==> src/rtl/gpio_cfg_pkg.sv <==
// Shared types and default sizing for the GPIO pad configuration serial loader.
package gpio_cfg_pkg;

   localparam int unsigned GPIO_CFG_BITS = 13;
   localparam int unsigned GPIO_NPADS_1  = 19;
   localparam int unsigned GPIO_NPADS_2  = 19;

   typedef enum logic [2:0] {
      IDLE,
      SHIFT_LO,
      SHIFT_HI,
      LOAD_SETUP,
      LATCH,
      DONE
   } gpio_state_e;

   // One registered drive of the pad control chains.
   typedef struct packed {
      logic clock;
      logic load;
      logic resetn;
      logic data_1;
      logic data_2;
   } serial_drive_t;

endpackage

==> src/rtl/gpio_serial_loader_if.sv <==
// Nets from housekeeping to the two user-area pad control serial chains.
interface gpio_serial_loader_if;

   logic serial_clock;
   logic serial_load;
   logic serial_resetn;
   logic serial_data_1;
   logic serial_data_2;

   modport master (
      output serial_clock,
      output serial_load,
      output serial_resetn,
      output serial_data_1,
      output serial_data_2
   );

   modport slave (
      input serial_clock,
      input serial_load,
      input serial_resetn,
      input serial_data_1,
      input serial_data_2
   );

endinterface

==> src/rtl/gpio_serial_tick.sv <==
// Serial clock phase divider: strobes on the last wb_clk_i cycle of each phase.
module gpio_serial_tick #(
   parameter int unsigned CLK_DIV = 1
) (
   input  logic wb_clk_i,
   input  logic wb_rst_i,
   input  logic clear,
   output logic phase_end_c
);

   localparam int unsigned CNT_W = (CLK_DIV > 1) ? $clog2(CLK_DIV) : 1;
   localparam logic [CNT_W-1:0] CNT_LAST = CNT_W'(CLK_DIV - 1);

   logic [CNT_W-1:0] cnt;

   assign phase_end_c = (cnt == CNT_LAST);

   always_ff @(posedge wb_clk_i) begin
      if (wb_rst_i || clear) begin
         cnt <= '0;
      end else if (phase_end_c) begin
         cnt <= '0;
      end else begin
         cnt <= cnt + CNT_W'(1);
      end
   end

endmodule

==> src/rtl/gpio_serial_loader.sv <==
// Shifts per-pad configuration words into both GPIO serial chains and strobes
// serial_load; a one-cycle registered bit-bang passthrough is kept for debug.
module gpio_serial_loader
   import gpio_cfg_pkg::*;
#(
   parameter int unsigned NPADS_1  = GPIO_NPADS_1,
   parameter int unsigned NPADS_2  = GPIO_NPADS_2,
   parameter int unsigned CFG_BITS = GPIO_CFG_BITS,
   parameter int unsigned CLK_DIV  = 1,
   parameter int unsigned IDXW     = $clog2(NPADS_1 + NPADS_2)
) (
   input  logic                wb_clk_i,
   input  logic                wb_rst_i,
   input  logic                xfer_start,
   output logic [IDXW-1:0]     cfg_idx_1,
   output logic [IDXW-1:0]     cfg_idx_2,
   input  logic [CFG_BITS-1:0] cfg_data_1,
   input  logic [CFG_BITS-1:0] cfg_data_2,
   input  logic                bb_enable,
   input  logic                bb_clock,
   input  logic                bb_load,
   input  logic                bb_resetn,
   input  logic                bb_data_1,
   input  logic                bb_data_2,
   gpio_serial_loader_if.master ser,
   output logic                busy,
   output logic                xfer_done
);

   localparam int unsigned W     = (NPADS_1 > NPADS_2) ? NPADS_1 : NPADS_2;
   localparam int unsigned MSB   = CFG_BITS - 1;
   localparam int unsigned WCW   = (W > 1) ? $clog2(W) : 1;
   localparam int unsigned BCW   = (CFG_BITS > 1) ? $clog2(CFG_BITS) : 1;
   localparam int          PAD_1 = int'(W) - int'(NPADS_1);
   localparam int          PAD_2 = int'(W) - int'(NPADS_2);
   localparam logic [WCW-1:0] WORD_LAST = WCW'(W - 1);
   localparam logic [BCW-1:0] BIT_LAST  = BCW'(CFG_BITS - 1);

   gpio_state_e         state;
   serial_drive_t       drv;
   serial_drive_t       idle_drv_c;
   logic [CFG_BITS-1:0] sr_1;
   logic [CFG_BITS-1:0] sr_2;
   logic [CFG_BITS-1:0] sh_1_c;
   logic [CFG_BITS-1:0] sh_2_c;
   logic [CFG_BITS-1:0] fetch_1_c;
   logic [CFG_BITS-1:0] fetch_2_c;
   logic [BCW-1:0]      bit_cnt;
   logic [WCW-1:0]      word_cnt;
   int                  fetch_w_c;
   logic                phase_end_c;

   // Chain 1 is fed from its last pad down; leading pad words of the shorter chain are zeros.
   function automatic logic [IDXW-1:0] idx_1_of(input int w);
      int p;
      if (w < PAD_1) p = int'(NPADS_1) - 1;
      else if (w >= int'(W)) p = 0;
      else p = int'(W) - 1 - w;
      return IDXW'(p);
   endfunction

   function automatic logic [IDXW-1:0] idx_2_of(input int w);
      int p;
      if (w < PAD_2) p = int'(NPADS_1);
      else if (w >= int'(W)) p = int'(NPADS_1 + NPADS_2) - 1;
      else p = int'(NPADS_1) + w - PAD_2;
      return IDXW'(p);
   endfunction

   gpio_serial_tick #(
      .CLK_DIV (CLK_DIV)
   ) u_tick (
      .wb_clk_i    (wb_clk_i),
      .wb_rst_i    (wb_rst_i),
      .clear       (state == IDLE),
      .phase_end_c (phase_end_c)
   );

   // Word being fetched this cycle and its pad-masked contents.
   always_comb begin
      fetch_w_c = (state == IDLE) ? 0 : int'(word_cnt) + 1;
      fetch_1_c = (fetch_w_c < PAD_1) ? '0 : cfg_data_1;
      fetch_2_c = (fetch_w_c < PAD_2) ? '0 : cfg_data_2;
      sh_1_c    = sr_1 << 1;
      sh_2_c    = sr_2 << 1;
   end

   always_comb begin
      idle_drv_c = '{clock: 1'b0, load: 1'b0, resetn: 1'b1, data_1: 1'b0, data_2: 1'b0};
      if (bb_enable) begin
         idle_drv_c = '{clock: bb_clock, load: bb_load, resetn: bb_resetn,
                        data_1: bb_data_1, data_2: bb_data_2};
      end
   end

   always_ff @(posedge wb_clk_i) begin
      if (wb_rst_i) begin
         state     <= IDLE;
         drv       <= '0;
         busy      <= 1'b0;
         xfer_done <= 1'b0;
         cfg_idx_1 <= '0;
         cfg_idx_2 <= '0;
         sr_1      <= '0;
         sr_2      <= '0;
         bit_cnt   <= '0;
         word_cnt  <= '0;
      end else begin
         xfer_done <= 1'b0;
         unique case (state)
            IDLE: begin
               if (xfer_start && !bb_enable) begin
                  state     <= SHIFT_LO;
                  busy      <= 1'b1;
                  sr_1      <= fetch_1_c;
                  sr_2      <= fetch_2_c;
                  drv       <= '{clock: 1'b0, load: 1'b0, resetn: 1'b1,
                                 data_1: fetch_1_c[MSB], data_2: fetch_2_c[MSB]};
                  bit_cnt   <= '0;
                  word_cnt  <= '0;
                  cfg_idx_1 <= idx_1_of(1);
                  cfg_idx_2 <= idx_2_of(1);
               end else begin
                  drv       <= idle_drv_c;
                  cfg_idx_1 <= idx_1_of(0);
                  cfg_idx_2 <= idx_2_of(0);
               end
            end
            SHIFT_LO: begin
               if (phase_end_c) begin
                  state     <= SHIFT_HI;
                  drv.clock <= 1'b1;
               end
            end
            SHIFT_HI: begin
               if (phase_end_c) begin
                  drv.clock <= 1'b0;
                  if (bit_cnt == BIT_LAST) begin
                     bit_cnt <= '0;
                     if (word_cnt == WORD_LAST) begin
                        state      <= LOAD_SETUP;
                        word_cnt   <= '0;
                        drv.data_1 <= 1'b0;
                        drv.data_2 <= 1'b0;
                     end else begin
                        // Next word was addressed one word ahead and is valid now.
                        state      <= SHIFT_LO;
                        word_cnt   <= word_cnt + WCW'(1);
                        sr_1       <= fetch_1_c;
                        sr_2       <= fetch_2_c;
                        drv.data_1 <= fetch_1_c[MSB];
                        drv.data_2 <= fetch_2_c[MSB];
                        cfg_idx_1  <= idx_1_of(int'(word_cnt) + 2);
                        cfg_idx_2  <= idx_2_of(int'(word_cnt) + 2);
                     end
                  end else begin
                     state      <= SHIFT_LO;
                     bit_cnt    <= bit_cnt + BCW'(1);
                     sr_1       <= sh_1_c;
                     sr_2       <= sh_2_c;
                     drv.data_1 <= sh_1_c[MSB];
                     drv.data_2 <= sh_2_c[MSB];
                  end
               end
            end
            LOAD_SETUP: begin
               if (phase_end_c) begin
                  state    <= LATCH;
                  drv.load <= 1'b1;
               end
            end
            LATCH: begin
               if (phase_end_c) begin
                  state     <= DONE;
                  drv.load  <= 1'b0;
                  busy      <= 1'b0;
                  xfer_done <= 1'b1;
               end
            end
            DONE: begin
               state     <= IDLE;
               drv       <= idle_drv_c;
               cfg_idx_1 <= idx_1_of(0);
               cfg_idx_2 <= idx_2_of(0);
            end
            default: begin
               state <= IDLE;
            end
         endcase
      end
   end

   assign ser.serial_clock  = drv.clock;
   assign ser.serial_load   = drv.load;
   assign ser.serial_resetn = drv.resetn;
   assign ser.serial_data_1 = drv.data_1;
   assign ser.serial_data_2 = drv.data_2;

endmodule

==> src/flat_wrapper.sv <==
// flat-port wrapper written by rule: the top's interface ports become plain ports
module gpio_serial_loader_flat import gpio_cfg_pkg::*;
#(
   parameter int unsigned NPADS_1  = GPIO_NPADS_1,
   parameter int unsigned NPADS_2  = GPIO_NPADS_2,
   parameter int unsigned CFG_BITS = GPIO_CFG_BITS,
   parameter int unsigned CLK_DIV  = 1,
   parameter int unsigned IDXW     = $clog2(NPADS_1 + NPADS_2)
)
  (wb_clk_i, wb_rst_i, xfer_start, cfg_idx_1, cfg_idx_2, cfg_data_1, cfg_data_2, bb_enable, bb_clock, bb_load, bb_resetn, bb_data_1, bb_data_2, busy, xfer_done, ser_serial_clock, ser_serial_load, ser_serial_resetn, ser_serial_data_1, ser_serial_data_2);
  gpio_serial_loader_if ser_i ();
  input  logic wb_clk_i;
  input  logic wb_rst_i;
  input  logic xfer_start;
  output logic [IDXW-1:0] cfg_idx_1;
  output logic [IDXW-1:0] cfg_idx_2;
  input  logic [CFG_BITS-1:0] cfg_data_1;
  input  logic [CFG_BITS-1:0] cfg_data_2;
  input  logic bb_enable;
  input  logic bb_clock;
  input  logic bb_load;
  input  logic bb_resetn;
  input  logic bb_data_1;
  input  logic bb_data_2;
  output logic busy;
  output logic xfer_done;
  output wire logic [$bits(ser_i.serial_clock)-1:0] ser_serial_clock;
  output wire logic [$bits(ser_i.serial_load)-1:0] ser_serial_load;
  output wire logic [$bits(ser_i.serial_resetn)-1:0] ser_serial_resetn;
  output wire logic [$bits(ser_i.serial_data_1)-1:0] ser_serial_data_1;
  output wire logic [$bits(ser_i.serial_data_2)-1:0] ser_serial_data_2;
  assign ser_serial_clock = ser_i.serial_clock;
  assign ser_serial_load = ser_i.serial_load;
  assign ser_serial_resetn = ser_i.serial_resetn;
  assign ser_serial_data_1 = ser_i.serial_data_1;
  assign ser_serial_data_2 = ser_i.serial_data_2;
  gpio_serial_loader #(.NPADS_1(NPADS_1), .NPADS_2(NPADS_2), .CFG_BITS(CFG_BITS), .CLK_DIV(CLK_DIV), .IDXW(IDXW)) u_core (.wb_clk_i(wb_clk_i), .wb_rst_i(wb_rst_i), .xfer_start(xfer_start), .cfg_idx_1(cfg_idx_1), .cfg_idx_2(cfg_idx_2), .cfg_data_1(cfg_data_1), .cfg_data_2(cfg_data_2), .bb_enable(bb_enable), .bb_clock(bb_clock), .bb_load(bb_load), .bb_resetn(bb_resetn), .bb_data_1(bb_data_1), .bb_data_2(bb_data_2), .ser(ser_i), .busy(busy), .xfer_done(xfer_done));
endmodule
==> config.mk <==
export PLATFORM = sky130hd
export DESIGN_NAME = gpio_serial_loader_flat
export DESIGN_NICKNAME = d
export VERILOG_FILES = /design/src/rtl/gpio_cfg_pkg.sv /design/src/rtl/gpio_serial_loader_if.sv /design/src/rtl/gpio_serial_tick.sv /design/src/rtl/gpio_serial_loader.sv /design/src/flat_wrapper.sv
export SDC_FILE = /design/constraint.sdc
export NUM_CORES = 1
export LEC_CHECK = 0
export BUFFER_PORTS_ARGS = -buffer_cell sky130_fd_sc_hd__buf_4
export CAP_MARGIN = 20
export CORE_MARGIN = 2
export CORE_UTILIZATION = 47
export DETAILED_ROUTE_END_ITERATION = 7
export PLACE_DENSITY_LB_ADDON = 0.08
export RECOVER_POWER = 50
export SETUP_SLACK_MARGIN = 0.05
export SYNTH_ARGS = -nofsm -noshare
export SYNTH_HDL_FRONTEND = slang
export SYNTH_SLANG_ARGS = --single-unit
==> constraint.sdc <==
create_clock -name wb_clk_i -period 2.37 [get_ports wb_clk_i]
set_input_delay 0.3555 -clock wb_clk_i [delete_from_list [all_inputs] [get_ports wb_clk_i]]
set_output_delay 0.3555 -clock wb_clk_i [all_outputs]
set_load 0.01 [all_outputs]
==> summary.txt, run 1 <==
Outcome
  – Outcome: completed

Finish
  – Antenna fix cells: 0
  – Layout cells sized above 1: between 15 and 20%
  – Fin nets: 470
  – Fill count: 653
  – Synth-to-Final Area Change: 14.6%

Setup path
  – Data required time of the worst path: 2.58 ns
  – Critical-path cell list: inv_1, ha_1, and4bb_2, o32a_1, o41ai_1
  – Max stage delay on crit path: ~0.50 ns
  – CP endpoint kind: register
  – Reg2Reg Setup Slack: about 0.21 ns
  – Slowest library cell on the worst path: dfxtp_1
  – CP Data Arrival Time: 2.37 ns
  – CP Class: register to register
  – Startpoint Class: register
  – Peak fanout along the critical path: 10

Drt
  – Routed len/inst: 14.8 um
  – DRC: 0
  – Initial drt markers: between 150 and 200
  – Post-route antenna net violation count: 0
  – 1st-pass router iterations: 4
  – Vias per cell: just under 6
  – Routed WL: about 7.5 mm
  – Vias: 2,928

Synthesis
  – Synth Net Count: between 400 and 500
  – Post-Synthesis Cells: 383
  – Synth area leaders: dfxtp_1, a311oi_2, nand2_1, ha_1, nor3_1
  – Post-synth ARST share: 0%
  – EDFF count, synth: 0
  – Mapped cell area: ~3300 sq um
  – Synthesized area per cell: 8.54 sq um
  – Synth Flop Type: dfxtp_1
  – Synth warn: 0
  – Synth cell count leaders: dfxtp_1, nand2_1, nor3_1
  – #FFs+latches synth: 55
  – Sequential-to-total area share from yosys stat: between 30 and 40%
  – Top cell type by total area after synthesis: dfxtp_1
  – Post-synth top area share: about a third
  – Unique masters post-synth: 60

Timing
  – Minimum clock period: about 2.2 ns
  – Setup TNS: 0 ns
  – Final Cycle Share: 91.1%
  – Post-Route Skew: roughly 0.012 ns
  – Slew headroom: between 50% and 60%
  – Setup-failing EPs final: 0
  – WHS: just under 0.3 ns
  – Final hold viol count: 0
  – Slew @ Worst Pin: 0.694 ns
  – Peak Freq: ~460 MHz
  – RSZ-0062 raised after global routing: false
  – Max-slew violations: 0

CTS
  – Longest Clk Path Bufs: 2
  – Root buffer cell: clkbuf_8
  – Clock Latency Late Sink: between 0.3 and 0.4 ns
  – H-tree depth: 2
  – Worst-path clk slew: ~0.10 ns
  – Post-CTS Setup Repair Bufs: 0
  – Sink Count: 55
  – Post_cts resized: 0
  – Num CTS Buffers: 5
  – Cts hold-fix bufs: 0
  – TritonCTS clock tree: built

Floorplanning
  – Die height: around 90 um
  – IO Pins: between 50 and 60
  – Initial core utilization: between 40% and 50%
  – Die ar.: roughly 7600 sq um
  – Std cell rows: 30
  – Die Wd: roughly 87 um
  – Core area: ~6800 sq um

GRT
  – Global route overflow: 0
  – Number of global-route vias before repair: ~2,600
  – GRT busiest layer: met2
  – Met1 Use GR: 29.3%
  – Met2 Use GR: between 30% and 40%
  – Gr usage total: 20.3%
  – First-pass GRT wire length: about 13 mm
  – Largest net degree at the start of global routing: slightly above 60
  – Grt met3 use: 3.41%
  – Antenna violations before repair: 0

Power
  – PD cells: approximately 530 nW/um^2
  – LEAKAGE: 1.38 nW
  – Worst IR Drop VDD: 242 uV

Placement
  – # port buffers: between 50 and 60
  – Gpl congestion: approximately 0.85
  – Final HPWL DP: approximately 5.1 mm

Hold path
  – Hold Crit Class: primary input to register

Job
  – Maxcap violations: 0
-- logic make-up (layout without fill, tap and decap cells) --
| kind of cell | Yosys count | count (layout) | synth area share (%) |
|---|---|---|---|
| other | 1 | 1 | 0.115 |
| buffers and inverters | 44 | 85 | 6.43 |
| flip-flops | 55 | 55 | 33.7 |
| AND/OR/NAND/NOR | 160 | 160 | 25.9 |
| adder cells (fa/ha/maj) | 12 | 12 | 4.59 |
| XOR/XNOR | 9 | 9 | 2.41 |
| AO/OA/AOI/OAI | 101 | 101 | 26.6 |
| multiplexers | 1 | 1 | 0.306 |
-- layer usage --
metal	wire [um]	vias to the layer above	part of all wire [%]
met5	0	-	0
met4	72	0	0.96
met3	341	8	4.6
met2	3430	66	46
met1	3620	1364	49
li1	-	1490	-
-- worst max-delay path: cells and delay by family, from the launching register on --
family / cells / cell delay [ns]
compound gates: 2 / 0.86
flops: 1 / 0.50
simple gates: 1 / 0.30
fa+ha+maj: 1 / 0.23
buf+inv: 1 / 0.15
-- state kept, by name (all words and copies together) (netlist names), 3 cells and up --
| register | cells |
|---|---|
| u_core.bit_cnt | 4 |
| u_core.cfg_idx_2 | 5 |
| u_core.cfg_idx_1 | 6 |
| u_core.sr_2 | 12 |
| u_core.sr_1 | 12 |
| u_core.state | 3 |
| u_core.word_cnt | 5 |
-- area by class of cell --
class                           count  area, sq um  share of cell area [%]
Clock buffer                        5         68.8                    1.84
Clock inverter                      3         43.8                    1.17
Inverter                            8         30.0                   0.801
Multi-Input combinational cell    284         1960                    52.2
Sequential cell                    55         1100                    29.4
Tap cell                           80          100                    2.67
Timing Repair Buffer               69          448                    11.9
-- through the flow --
step	cell area (sq um)	power, mW	utilization [%]	std cells	setup WS [ns]
after floorplan	3270	1.28	-	383	0.110
after global placement	3720	1.39	55.1	496	0.277
after detailed placement	3720	1.40	55.1	496	0.202
after CTS	3830	2.03	56.7	504	0.194
after global routing	3750	2.09	55.5	504	0.0367
final	3750	1.99	55.5	504	0.212
-- worst paths after layout --
path	start	end	cells after the start
setup / recovery	u_core.word_cnt[0]$_SDFFE_PP0P_	u_core.cfg_idx_1[2]$_SDFFE_PP0P_	5
hold / removal	bb_enable	u_core.ser.serial_resetn$_SDFFE_PP0P_	2
setup reg to reg	u_core.word_cnt[0]$_SDFFE_PP0P_	u_core.cfg_idx_1[2]$_SDFFE_PP0P_	5
hold reg to reg	u_core.busy$_SDFFE_PP0P_	u_core.busy$_SDFFE_PP0P_	2
-- placed cells by master, fill, tap and decap left out, types with 4 or more instances in the layout --
master / instances
a21oi_1: 19
a22oi_1: 4
a311oi_1: 10
a311oi_2: 18
buf_4: 46
clkbuf_1: 22
clkbuf_8: 5
dfxtp_1: 54
ha_1: 12
inv_1: 8
nand2_1: 55
nand2b_1: 7
nand3_1: 9
nand3b_1: 8
nor2_1: 17
nor2b_1: 8
nor3_1: 28
o211ai_1: 6
o21ai_0: 14
or3_1: 6
xnor2_1: 4
xor2_1: 5
-- where the power goes --
group          total, mW  internal, mW  switching (mW)  leakage (nW)
clock network      0.639         0.315           0.323        0.0581
logic              0.332         0.152           0.180         0.875
registers           1.02         0.983          0.0389         0.452
total               1.99          1.45           0.542          1.38
Power figures use the tool's default switching activity.
==> inputs of run 2 (changes only) <==
Settings changed: CORE_MARGIN 2 to default.
==> summary.txt, run 2 (synthesis results as in run 1) <==
Power
  – PD cells: 513 nW/um^2 (was 532 nW/um^2)
  – LEAKAGE: 1.36 nW (was 1.38 nW)
  – Worst IR Drop VDD: 266 uV (was 242 uV)

GRT
  – Largest net degree at the start of global routing: 61 (unchanged)
  – Gr usage total: 21.6% (was 20.3%)
  – Global route overflow: 0 (unchanged)
  – Number of global-route vias before repair: 2,698 (was 2,640)
  – Antenna violations before repair: 0 (unchanged)
  – First-pass GRT wire length: 12.8 mm (was 12.7 mm)

CTS
  – Root buffer cell: clkbuf_8 (unchanged)
  – Longest Clk Path Bufs: 2 (unchanged)
  – Post-CTS Setup Repair Bufs: 0 (unchanged)
  – TritonCTS clock tree: built (unchanged)
  – Sink Count: 55 (unchanged)
  – Clock Latency Late Sink: 0.33 ns (was 0.31 ns)
  – H-tree depth: 2 (unchanged)
  – Worst-path clk slew: 0.11 ns (was 0.10 ns)
  – Num CTS Buffers: 5 (unchanged)

Hold path
  – Min-Delay Path Depth: 3 (was 2)
  – Hold Crit Class: primary input to register (unchanged)

Finish
  – Commonest non-fill, non-tap cells in the layout: nand2_1, dfxtp_1, buf_4 (unchanged)
  – Non-filler cells in the finished layout: 505 (was 504)
  – Post-route cell area: 3710 sq um (was 3750 sq um)
  – Fill count: 660 (was 653)
  – Commonest non-fill, non-tap cell in the layout: nand2_1 (unchanged)
  – Synth-to-Final Area Change: 13.5% (was 14.6%)
  – Multi-input gate area: 1950 sq um (was 1960 sq um)
  – Fin nets: 471 (was 470)
  – FF+latch area: 1100 sq um (unchanged)
  – Layout cells sized above 1: 19.5% (was 19.6%)
  – Largest regs: u_core.sr_1 (12), u_core.sr_2 (12), u_core.cfg_idx_1 (6) (unchanged)
  – Antenna fix cells: 0 (unchanged)

Floorplanning
  – Die height: 85.4 um (was 87.4 um)
  – Initial core utilization: 48.4% (unchanged)
  – Std cell rows: 30 (unchanged)
  – IO Pins: 54 (unchanged)
  – Core area: 6760 sq um (unchanged)
  – Die ar.: 7300 sq um (was 7640 sq um)
  – Die Wd: 85.4 um (was 87.4 um)

Timing
  – Final hold viol count: 0 (unchanged)
  – Setup-failing EPs final: 0 (unchanged)
  – Peak Freq: 465 MHz (was 463 MHz)
  – Final Cycle Share: 90.8% (was 91.1%)
  – Post-Route Skew: 0.0146 ns (was 0.0120 ns)
  – WHS: 0.295 ns (was 0.294 ns)
  – Setup TNS: 0 ns (unchanged)
  – Slew @ Worst Pin: 0.684 ns (was 0.694 ns)
  – Slew headroom: 54.4% (was 53.8%)
  – Max-slew violations: 0 (unchanged)
  – RSZ-0062 raised after global routing: false (unchanged)
  – Minimum clock period: 2.15 ns (was 2.16 ns)

Placement
  – DP Cell Count: 497 (was 496)
  – Area after DPL: 3720 sq um (about the same)
  – # port buffers: 53 (unchanged)
  – Final HPWL DP: 5.11 mm (was 5.07 mm)
  – Gpl congestion: 0.849 (was 0.850)

Drt
  – Vias: 2,958 (was 2,928)
  – Post-route antenna net violation count: 0 (unchanged)
  – Routed WL: 7.47 mm (was 7.46 mm)
  – Initial drt markers: 116 (was 189)
  – DRC: 0 (unchanged)
  – Vias per cell: 5.86 (was 5.81)
  – Routed len/inst: 14.8 um (about the same)
  – 1st-pass router iterations: 4 (unchanged)

Setup path
  – Data required time of the worst path: 2.59 ns (was 2.58 ns)
  – Worst reg2reg path depth: 6 (was 5)
  – Startpoint Class: register (unchanged)
  – CP Data Arrival Time: 2.38 ns (was 2.37 ns)
  – Peak fanout along the critical path: 9 (was 10)
  – CP Class: register to register (unchanged)
  – CP endpoint kind: register (unchanged)

Job
  – Maxcap violations: 0 (unchanged)

Outcome
  – Outcome: completed (unchanged)
run 2: worst max-delay path: stages, from the launching register on:
cell and delay, ns:
dfxtp_1 0.52, inv_1 0.15, ha_1 0.34, buf_4 0.17, nor3_1 0.29, o2111ai_1 0.25, o41ai_1 0.35
run 2: per-layer routing:
metal | vias to the layer above | track usage, % | wire length [um]
li1 | 1495 | - | -
met5 | - | 0 | 0
met1 | 1391 | 29.2 | 3670
met3 | 12 | 4.18 | 287
met4 | 0 | 5.45 | 79
met2 | 60 | 35.3 | 3440
run 2: metrics by stage:
stage	total power, mW	util (%)	setup slack [ns]
6_report	1.91	54.9	0.218
3_3_place_gp	1.39	55.0	0.242
4_1_cts	1.94	56.4	0.144
2_1_floorplan	1.28	-	0.110
5_1_grt	2.00	54.9	0.0451
3_5_place_dp	1.40	55.0	0.174
run 2: cell type report:
cell class | count | area share (%)
Multi-Input combinational cell | 284 | 52.6
Sequential cell | 55 | 29.7
Timing Repair Buffer | 70 | 11.7
Tap cell | 80 | 2.70
Clock buffer | 5 | 1.85
Inverter | 8 | 0.809
Clock inverter | 3 | 0.640
run 2: path summary, 6_finish.rpt:
kind | slack, ns | startpoint | to
worst min-delay path | 0.30 | cfg_data_2[6] | u_core.sr_2[6]$_SDFFE_PP0P_
worst min register to register | 0.47 | u_core.sr_1[0]$_SDFFE_PP0P_ | u_core.sr_1[0]$_SDFFE_PP0P_
worst max register to register | 0.22 | u_core.word_cnt[1]$_SDFFE_PP0P_ | u_core.cfg_idx_2[3]$_SDFFE_PP0P_
worst max-delay path | 0.22 | u_core.word_cnt[1]$_SDFFE_PP0P_ | u_core.cfg_idx_2[3]$_SDFFE_PP0P_
run 2: where the power goes:
part	switching [mW]	internal [mW]
logic	0.183	0.152
clock network	0.338	0.212
registers	0.0380	0.983
total	0.559	1.35
run 2: repair_timing:
item	4_1_cts	5_1_grt
endpoints found under the setup margin	0	3
gates resized for setup	0	2
hold buffers	0	0
